--- src/rtl/pe_noc_adapter.sv ---
// rtl/pe_noc_adapter.sv - PE-side network interface: ingress flit FIFO and egress unicast fan-out FSM
//
// Ports:
//   clk, rstn               clock, asynchronous active-low reset
//   sw_valid/sw_data        flit from the switch into the ingress FIFO
//   sw_ready                ingress FIFO not full
//   sw_o_ready              switch accepts the egress flit this cycle
//   pe_flit_v/pe_flit       egress flit to the switch
//   nrn_in_v/_d/_src        head-of-FIFO payload and its {src_x,src_y}
//   nrn_in_rdy              neuron consumes the head payload
//   nrn_res_v/_d            neuron result pulse and value
//   nrn_res_rdy             adapter can accept a result (registered)
module pe_noc_adapter #(
    parameter int x_coord     = 1,
    parameter int y_coord     = 2,
    parameter int x_size      = 2,
    parameter int y_size      = 2,
    parameter int data_width  = 8,
    parameter int total_width = 2*x_size + 2*y_size + data_width,
    parameter int DEST_X      = 2,
    parameter int DEST_Y0     = 0,
    parameter int NUM_DEST    = 4,
    parameter int FIFO_DEPTH  = 4
) (
    input  logic                      clk,
    input  logic                      rstn,
    input  logic                      sw_valid,
    input  logic [total_width-1:0]    sw_data,
    output logic                      sw_ready,
    input  logic                      sw_o_ready,
    output logic                      pe_flit_v,
    output logic [total_width-1:0]    pe_flit,
    output logic                      nrn_in_v,
    output logic [data_width-1:0]     nrn_in_d,
    output logic [x_size+y_size-1:0]  nrn_in_src,
    input  logic                      nrn_in_rdy,
    input  logic                      nrn_res_v,
    input  logic [data_width-1:0]     nrn_res_d,
    output logic                      nrn_res_rdy
);

    localparam int AW   = $clog2(FIFO_DEPTH);
    localparam int KW   = $clog2(NUM_DEST) + 1;
    localparam int SW   = x_size + y_size;
    localparam int SUMW = KW + y_size;

    localparam logic [x_size-1:0] SRC_X    = x_size'(x_coord);
    localparam logic [y_size-1:0] SRC_Y    = y_size'(y_coord);
    localparam logic [x_size-1:0] DST_X    = x_size'(DEST_X);
    localparam bit                SELF_COL = (DEST_X == x_coord);
    localparam logic [KW-1:0]     K_LAST   = KW'(NUM_DEST - 1);

    // ---------------- Ingress FIFO ----------------
    logic [total_width-1:0] mem_q [FIFO_DEPTH];
    logic [total_width-1:0] mem_d [FIFO_DEPTH];
    logic [AW:0]            wptr_q, wptr_d, rptr_q, rptr_d;
    logic                   empty, full, push, pop;
    logic [total_width-1:0] head;
    logic                   dst_unused;

    assign empty = (wptr_q == rptr_q);
    // Same index, opposite wrap bit: writer is one full lap ahead.
    assign full  = (wptr_q[AW] != rptr_q[AW]) && (wptr_q[AW-1:0] == rptr_q[AW-1:0]);
    assign push  = sw_valid && !full;
    assign pop   = !empty && nrn_in_rdy;
    assign head  = mem_q[rptr_q[AW-1:0]];

    always_comb begin
        mem_d  = mem_q;
        wptr_d = wptr_q;
        rptr_d = rptr_q;
        if (push) begin
            mem_d[wptr_q[AW-1:0]] = sw_data;
            wptr_d                = wptr_q + 1'b1;
        end
        if (pop) begin
            rptr_d = rptr_q + 1'b1;
        end
    end

    always_ff @(posedge clk or negedge rstn) begin
        if (!rstn) begin
            wptr_q <= '0;
            rptr_q <= '0;
            for (int i = 0; i < FIFO_DEPTH; i++) begin
                mem_q[i] <= '0;
            end
        end else begin
            wptr_q <= wptr_d;
            rptr_q <= rptr_d;
            mem_q  <= mem_d;
        end
    end

    // The destination field of a delivered flit is this node by construction.
    assign dst_unused = ^head[SW-1:0];

    assign sw_ready   = !full;
    assign nrn_in_v   = !empty;
    assign nrn_in_d   = empty ? '0 : head[total_width-1 -: data_width];
    assign nrn_in_src = empty ? '0 : head[2*SW-1:SW];

    // ---------------- Egress FSM ----------------
    typedef enum logic {IDLE, SEND} state_t;

    state_t                state_q, state_d;
    logic [KW-1:0]         k_q, k_d;
    logic [data_width-1:0] res_q, res_d;
    logic [data_width-1:0] pend_q, pend_d;
    logic                  pend_full_q, pend_full_d;
    logic                  res_rdy_q, res_rdy_d;
    logic [y_size-1:0]     dst_y;
    logic                  self_hit, flit_v, adv, last, res_acc;

    assign dst_y    = y_size'(SUMW'(DEST_Y0) + SUMW'(k_q));
    // A destination equal to this node is skipped without occupying the switch.
    assign self_hit = SELF_COL && (dst_y == SRC_Y);
    assign flit_v   = (state_q == SEND) && !self_hit;
    assign adv      = (state_q == SEND) && (self_hit || sw_o_ready);
    assign last     = (k_q == K_LAST);
    assign res_acc  = nrn_res_v && res_rdy_q;

    always_comb begin
        state_d     = state_q;
        k_d         = k_q;
        res_d       = res_q;
        pend_d      = pend_q;
        pend_full_d = pend_full_q;
        case (state_q)
            IDLE: begin
                if (res_acc) begin
                    res_d   = nrn_res_d;
                    k_d     = '0;
                    state_d = SEND;
                end
            end
            SEND: begin
                if (adv && last) begin
                    k_d = '0;
                    if (pend_full_q) begin
                        res_d       = pend_q;
                        pend_full_d = 1'b0;
                    end else if (res_acc) begin
                        // Result arriving on the final transfer starts the next burst directly.
                        res_d = nrn_res_d;
                    end else begin
                        state_d = IDLE;
                    end
                end else begin
                    if (adv) begin
                        k_d = k_q + KW'(1);
                    end
                    if (res_acc) begin
                        pend_d      = nrn_res_d;
                        pend_full_d = 1'b1;
                    end
                end
            end
            default: state_d = IDLE;
        endcase
        res_rdy_d = !pend_full_d;
    end

    always_ff @(posedge clk or negedge rstn) begin
        if (!rstn) begin
            state_q     <= IDLE;
            k_q         <= '0;
            res_q       <= '0;
            pend_q      <= '0;
            pend_full_q <= 1'b0;
            res_rdy_q   <= 1'b1;
        end else begin
            state_q     <= state_d;
            k_q         <= k_d;
            res_q       <= res_d;
            pend_q      <= pend_d;
            pend_full_q <= pend_full_d;
            res_rdy_q   <= res_rdy_d;
        end
    end

    assign pe_flit_v   = flit_v;
    assign pe_flit     = flit_v ? {res_q, SRC_X, SRC_Y, DST_X, dst_y} : '0;
    assign nrn_res_rdy = res_rdy_q;

endmodule

--- config.mk ---
export PLATFORM = sky130hd
export DESIGN_NAME = pe_noc_adapter
export DESIGN_NICKNAME = d
export VERILOG_FILES = /design/src/rtl/pe_noc_adapter.sv
export SDC_FILE = /design/constraint.sdc
export NUM_CORES = 1
export LEC_CHECK = 0
export CORE_ASPECT_RATIO = 1.75
export CORE_UTILIZATION = 40
export DETAILED_ROUTE_END_ITERATION = 12
export RECOVER_POWER = 50
export SYNTH_ARGS = -nofsm -noshare
export SYNTH_HDL_FRONTEND = slang
export SYNTH_SLANG_ARGS = --single-unit
--- constraint.sdc ---
create_clock -name clk -period 1.5 [get_ports clk]
set_input_delay 0.15 -clock clk [delete_from_list [all_inputs] [get_ports clk]]
set_output_delay 0.15 -clock clk [all_outputs]
set_load 0.005 [all_outputs]
### After elaboration in Yosys (flattened, before gate mapping)

Cells that the tools add are included.
W data, S select, Z words.

* bitwise logic cells: 4
* add/subtract/negate cells: 3
* equality and inequality tests: 7
* mux-type cells: 24
* $lt $le $gt $ge: 3
* reductions and logical operators: 12

Operators by type and width (number)
* $bwmux W64: 1
* $mux W16: 4
* $bmux W16 S2: 1
* $demux W16 S2: 1
* $mux W8: 4
* $pmux W8 S2: 1
* $add A3 B1 Y3 const B: 3
* $mux W3: 3
* $logic_and A1 B1 Y1: 7
* $ge A3 B3 Y1 const B: 2
* $mux W1: 6
* $not A2 Y3: 2
* $pmux W3 S2: 1
* $mux W4: 1
* $eq A3 B2 Y1 const B: 1
* $eq A3 B3 Y1: 1
* $logic_not A1 Y1: 3
* $lt A3 B1 Y1 const B: 1
* $ne A3 B1 Y1 const B: 1
* $reduce_and A3 Y1: 1
* $eq A2 B2 Y1: 1
* $ne A2 B1 Y1 const B: 1
* $ne A2 B2 Y1 const B: 1
* $not A1 Y1: 2
* 3 further kinds: 3

* output and inout bits: 32
* bits of input ports: 30
* flip-flop bits (word level): 92
* word-level logic and storage cells: 65

### Logic depth before layout (Yosys ltp)

* depth in word-level cells: 6
* depth in mapped cells: 6
* gate-level depth less buffers: 5

### Worst setup path after synthesis

OpenSTA, ideal clock, no wires.

* path kind: reg-to-output
* start point: register rptr_q[0]
* end point: output port nrn_in_d[0]
* data required time: 1.350 ns
* stages on the path, launching flop included: 5
* arrival: 1.493 ns
* path buffers: 2
* path slack: -0.143 ns
* path through: dfrtp_1 -> buf_4 -> buf_2 -> mux4_2 -> and2b_1

* longest elaborated chain between the ends: 5
* elaborated cells between the ends (all ways): 6
* those cells by class: 1 x eq/ne; 4 x mux; 1 x bitwise

Ends and longest elaborated chain
* start: declaration: RTL line 56 `logic [AW:0] wptr_q, wptr_d, rptr_q, rptr_d;`
* start signal: assignment: RTL line 90 `rptr_q <= rptr_d;`
* $not A2 Y3 (not written as such): RTL line 66 `assign head = mem_q[rptr_q[AW-1:0]];`
* $bmux W16 S2: RTL line 66
* $mux W16 (not written as such) (2 in a row): RTL line 66
* $mux W8 (*): RTL line 100 `assign nrn_in_d = empty ? '0 : head[total_width-1 -: data_width];`
* end: declaration: RTL line 34 `output logic [data_width-1:0] nrn_in_d,`

Every way passes the cells marked *; elsewhere a longest branch is shown, timed or not. The select of a mux whose other input is x is not followed.

### Final worst setup path

* start point: register rptr_q[0]
* end point: output port nrn_in_d[1]

Same word-level chain as after synthesis.

==> impl_metrics.py <==
metrics = {
    "clocking": {
        "cts_htree_levels": 3,
        "path_clk_slew_ps": 60,
        "clk_latency_ps": 330,
        "cts_buffer_depth": 2,
        "root_buffer": "clkbuf_16",
        "cts_inserted_buffers": 9,
        "cts_tree": "built",
        "cts_sinks": 76,
    },
    "critical_path": {
        "cp_slowest_stage_delay_ps": 450,
        "start_kind": "flip-flop",
        "crit_end": "nrn_in_d[1]",
        "critical_path_class": "flip-flop to output port",
        "critical_path_required_ps": 1350,
        "crit_start": "rptr_q[0]",
        "crit_top_cell": "buf_12",
        "crit_path_end_kind": "output port",
        "worstRegToRegCells": 8,
        "path_buf_inv": 4,
        "cp.depth": 6,
        "crit_family": "buffers and inverters",
        "arrival_ps": 1850,
        "crit_chain": "buf_12 > buf_12 > buf_6 > mux4_2 > and2b_1 > buf_2",
        "crit-reg2reg-capture": "mem_q[53]",
        "crit_path_top_delay_cell": "dfrtp_2",
        "cp_max_fo": 6,
        "worst-r2r-setup-slack_ps": -420,
        "r2r-start": "rptr_q[0]",
    },
    "power": {
        "leakage_nw": 2.62,
        "combPwrFrac": 0.610,
        "netSwitchingPower_mw": 4.71,
        "total_power_mw": 14.6,
        "max-vdd-ir-drop_mv": 2.16,
        "powerDensity_nw_per_um2": 2530,
        "intPower_mw": 9.85,
        "seq_power_share": 0.256,
        "clkPwrFrac": 0.134,
        "sw_frac_of_total": 0.324,
    },
    "global_routing": {
        "grt_use_total": 0.200,
        "grtUsageMet3": 0.0336,
        "use_met2": 0.337,
        "grt_pass1_wl_mm": 15.8,
        "grt_pass1_vias": 2995,
        "grt_max_degree": 77,
        "globalRoute.totalOverflow": 0,
        "grt_busiest_layer": "met2",
        "grt.met1_usage": 0.243,
        "grt_antenna_before_repair": 0,
    },
    "detailed_routing": {
        "dr.first_iter.drc_count": 121,
        "drtAntennaViolNets": 0,
        "wl_per_cell_microns": 17.7,
        "routed_wl_mm": 9.37,
        "first_pass_iters": 4,
        "via_per_inst": 5.04,
        "drc_errors": 0,
        "vias": 2660,
    },
    "synth": {
        "ys_warn_count": 0,
        "synth_edf_count": 0,
        "synth_top_cell_by_area": "dfrtp_1",
        "synth.top_cell.area_share": 0.474,
        "yosys.cell_types.count": 40,
        "ys_seq_area_frac": 0.481,
        "synth_ff_type": "dfrtp_1",
        "ys_top_cells_by_count": "dfrtp_1 (75), mux2_4 (39), mux2_2 (19)",
        "syn_area_per_cell_sq_um": 14.5,
        "netlist_area_sq_um": 3960,
        "synthCells": 272,
        "synth_async_sr_flop_share": 1.00,
        "synth_seq_cells": 76,
        "yosys-top-cells-area": "dfrtp_1 (47%), mux2_4 (15%), mux4_2 (6.8%)",
        "synthMostInstantiatedCell": "dfrtp_1",
    },
    "final_layout": {
        "area_growth_pct": 45.6,
        "drive_gt1_frac": 0.527,
        "antennaDiodeCount": 0,
        "fillers": 770,
        "fin_nets": 437,
    },
    "placed_design": {
        "gp_congestion": 0.740,
        "io_buffers": 54,
        "hpwl_mm": 5.95,
    },
    "status": {
        "status": "finished with violations",
        "violations": "negative setup slack",
    },
    "sta": {
        "finClkSkew_ps": 3.40,
        "hold_viol": 0,
        "period_share": 1.33,
        "relSlewSlack": 0.300,
        "finalSetupViolCount": 64,
        "slew_viol_final": 0,
        "grt_setup_unrepaired": "true",
        "min_period_ps": 2000,
        "fmax_ghz": 0.501,
        "worstMarginPinSlew_ps": 1050,
        "tns_ps": -24930,
        "timing.final.ws_setup_ps": -498,
    },
    "hold_path": {
        "hp-class": "input pin to flip-flop",
        "hold_depth": 2,
    },
    "floorplan": {
        "die_w_microns": 77.2,
        "num_rows": 47,
        "die_y_microns": 134,
        "start_util": 0.415,
        "pin_count": 62,
        "dieArea_sq_um": 10300,
        "core_area_sq_um": 9530,
    },
    "run": {
        "maxCapViolCount": 0,
    },
}
metrics by stage:
step	setup WS [ps]	hold WS [ps]	instances	utilization	area, sq um
finish	-498	475	528	0.605	5760
global route	-573	462	528	0.605	5760
CTS	-524	408	519	0.590	5620
detailed placement	-403	226	482	0.523	4980
global placement	-394	221	482	0.523	4980
floorplan	-92.9	-146	274	-	3990
layer usage:
layer	vias up	routed length, microns
met1	1342	3840
met4	0	284
met5	-	0
met3	22	207
li1	1238	-
met2	58	5030
kinds of logic (layout without fill, tap and decap cells):
| logic type | count (synthesis) | count (layout) | share of synthesized area |
|---|---|---|---|
| multiplexers | 71 | 71 | 0.273 |
| flip-flops | 76 | 76 | 0.481 |
| buffers and inverters | 28 | 159 | 0.0474 |
| adder cells (fa/ha/maj) | 6 | 6 | 0.0190 |
| AND/OR/NAND/NOR | 49 | 50 | 0.0727 |
| AO/OA/AOI/OAI | 32 | 32 | 0.0746 |
| XOR/XNOR | 9 | 9 | 0.0313 |
| other | 1 | 3 | 0.000948 |
worst min-delay path by stage:
stage | endpoint | slack [ps] | from
5_1_grt | pend_q[5] | 460 | nrn_res_d[5]
3_3_place_gp | k_q[0] | 220 | rstn
3_5_place_dp | k_q[1] | 230 | rstn
6_report | pend_q[5] | 470 | nrn_res_d[5]
2_1_floorplan | asynchronous set/reset pin | -150 | rstn
4_1_cts | k_q[1] | 410 | rstn
cell usage in the layout (no fill, tap or decap), types with 5 or more instances in the layout:
| cell type | count |
|---|---|
| dfrtp_1 | 71 |
| mux2_4 | 52 |
| buf_4 | 47 |
| clkdlybuf4s50_1 | 24 |
| buf_6 | 23 |
| buf_2 | 14 |
| mux4_2 | 12 |
| and2_1 | 12 |
| clkbuf_16 | 10 |
| and2b_1 | 8 |
| nand2_1 | 8 |
| and3_1 | 8 |
| o2bb2ai_1 | 8 |
| clkdlybuf4s15_1 | 8 |
| a31oi_1 | 7 |
| buf_12 | 7 |
| mux2_2 | 6 |
| dlygate4sd2_1 | 6 |
| a31oi_4 | 5 |
repair_timing:
action	CTS	global route
pin swaps	11	11
buffers inserted	20	8
setup endpoints to repair	89	86
hold buffers	1	0
resized for setup	126	32
hold endpoints to repair	75	0
gates cloned	3	2
registers in the layout (all words and copies together), names as in the netlist, named ones only:
| register | flops |
|---|---|
| res_q | 8 |
| k_q | 3 |
| pend_q | 8 |
| wptr_q | 3 |
| mem_q | 48 |
| pe_flit_v | 1 |
| nrn_res_rdy | 1 |
| rptr_q | 3 |
layout make-up:
type / count / area (sq um) / area share
clock inverters: 2 / 10.0 / 0.00174
flip-flops and latches: 76 / 1910 / 0.331
multi-input cells: 171 / 2080 / 0.361
repair buffers: 137 / 1330 / 0.231
clock buffers: 14 / 254 / 0.0441
well taps: 122 / 153 / 0.0265
inverters: 6 / 22.5 / 0.00391
power groups by stage:
stage / clock [mW] / sequential [mW] / combinational, mW
after global placement: 0 / 3.68 / 7.50
final: 1.95 / 3.73 / 8.89
after global routing: 2.10 / 3.86 / 9.58
after CTS: 2.01 / 3.71 / 8.49
after detailed placement: 0 / 3.69 / 7.60
after floorplan: 0 / 3.57 / 4.48
Note: power is estimated with default switching activity, not from simulation.
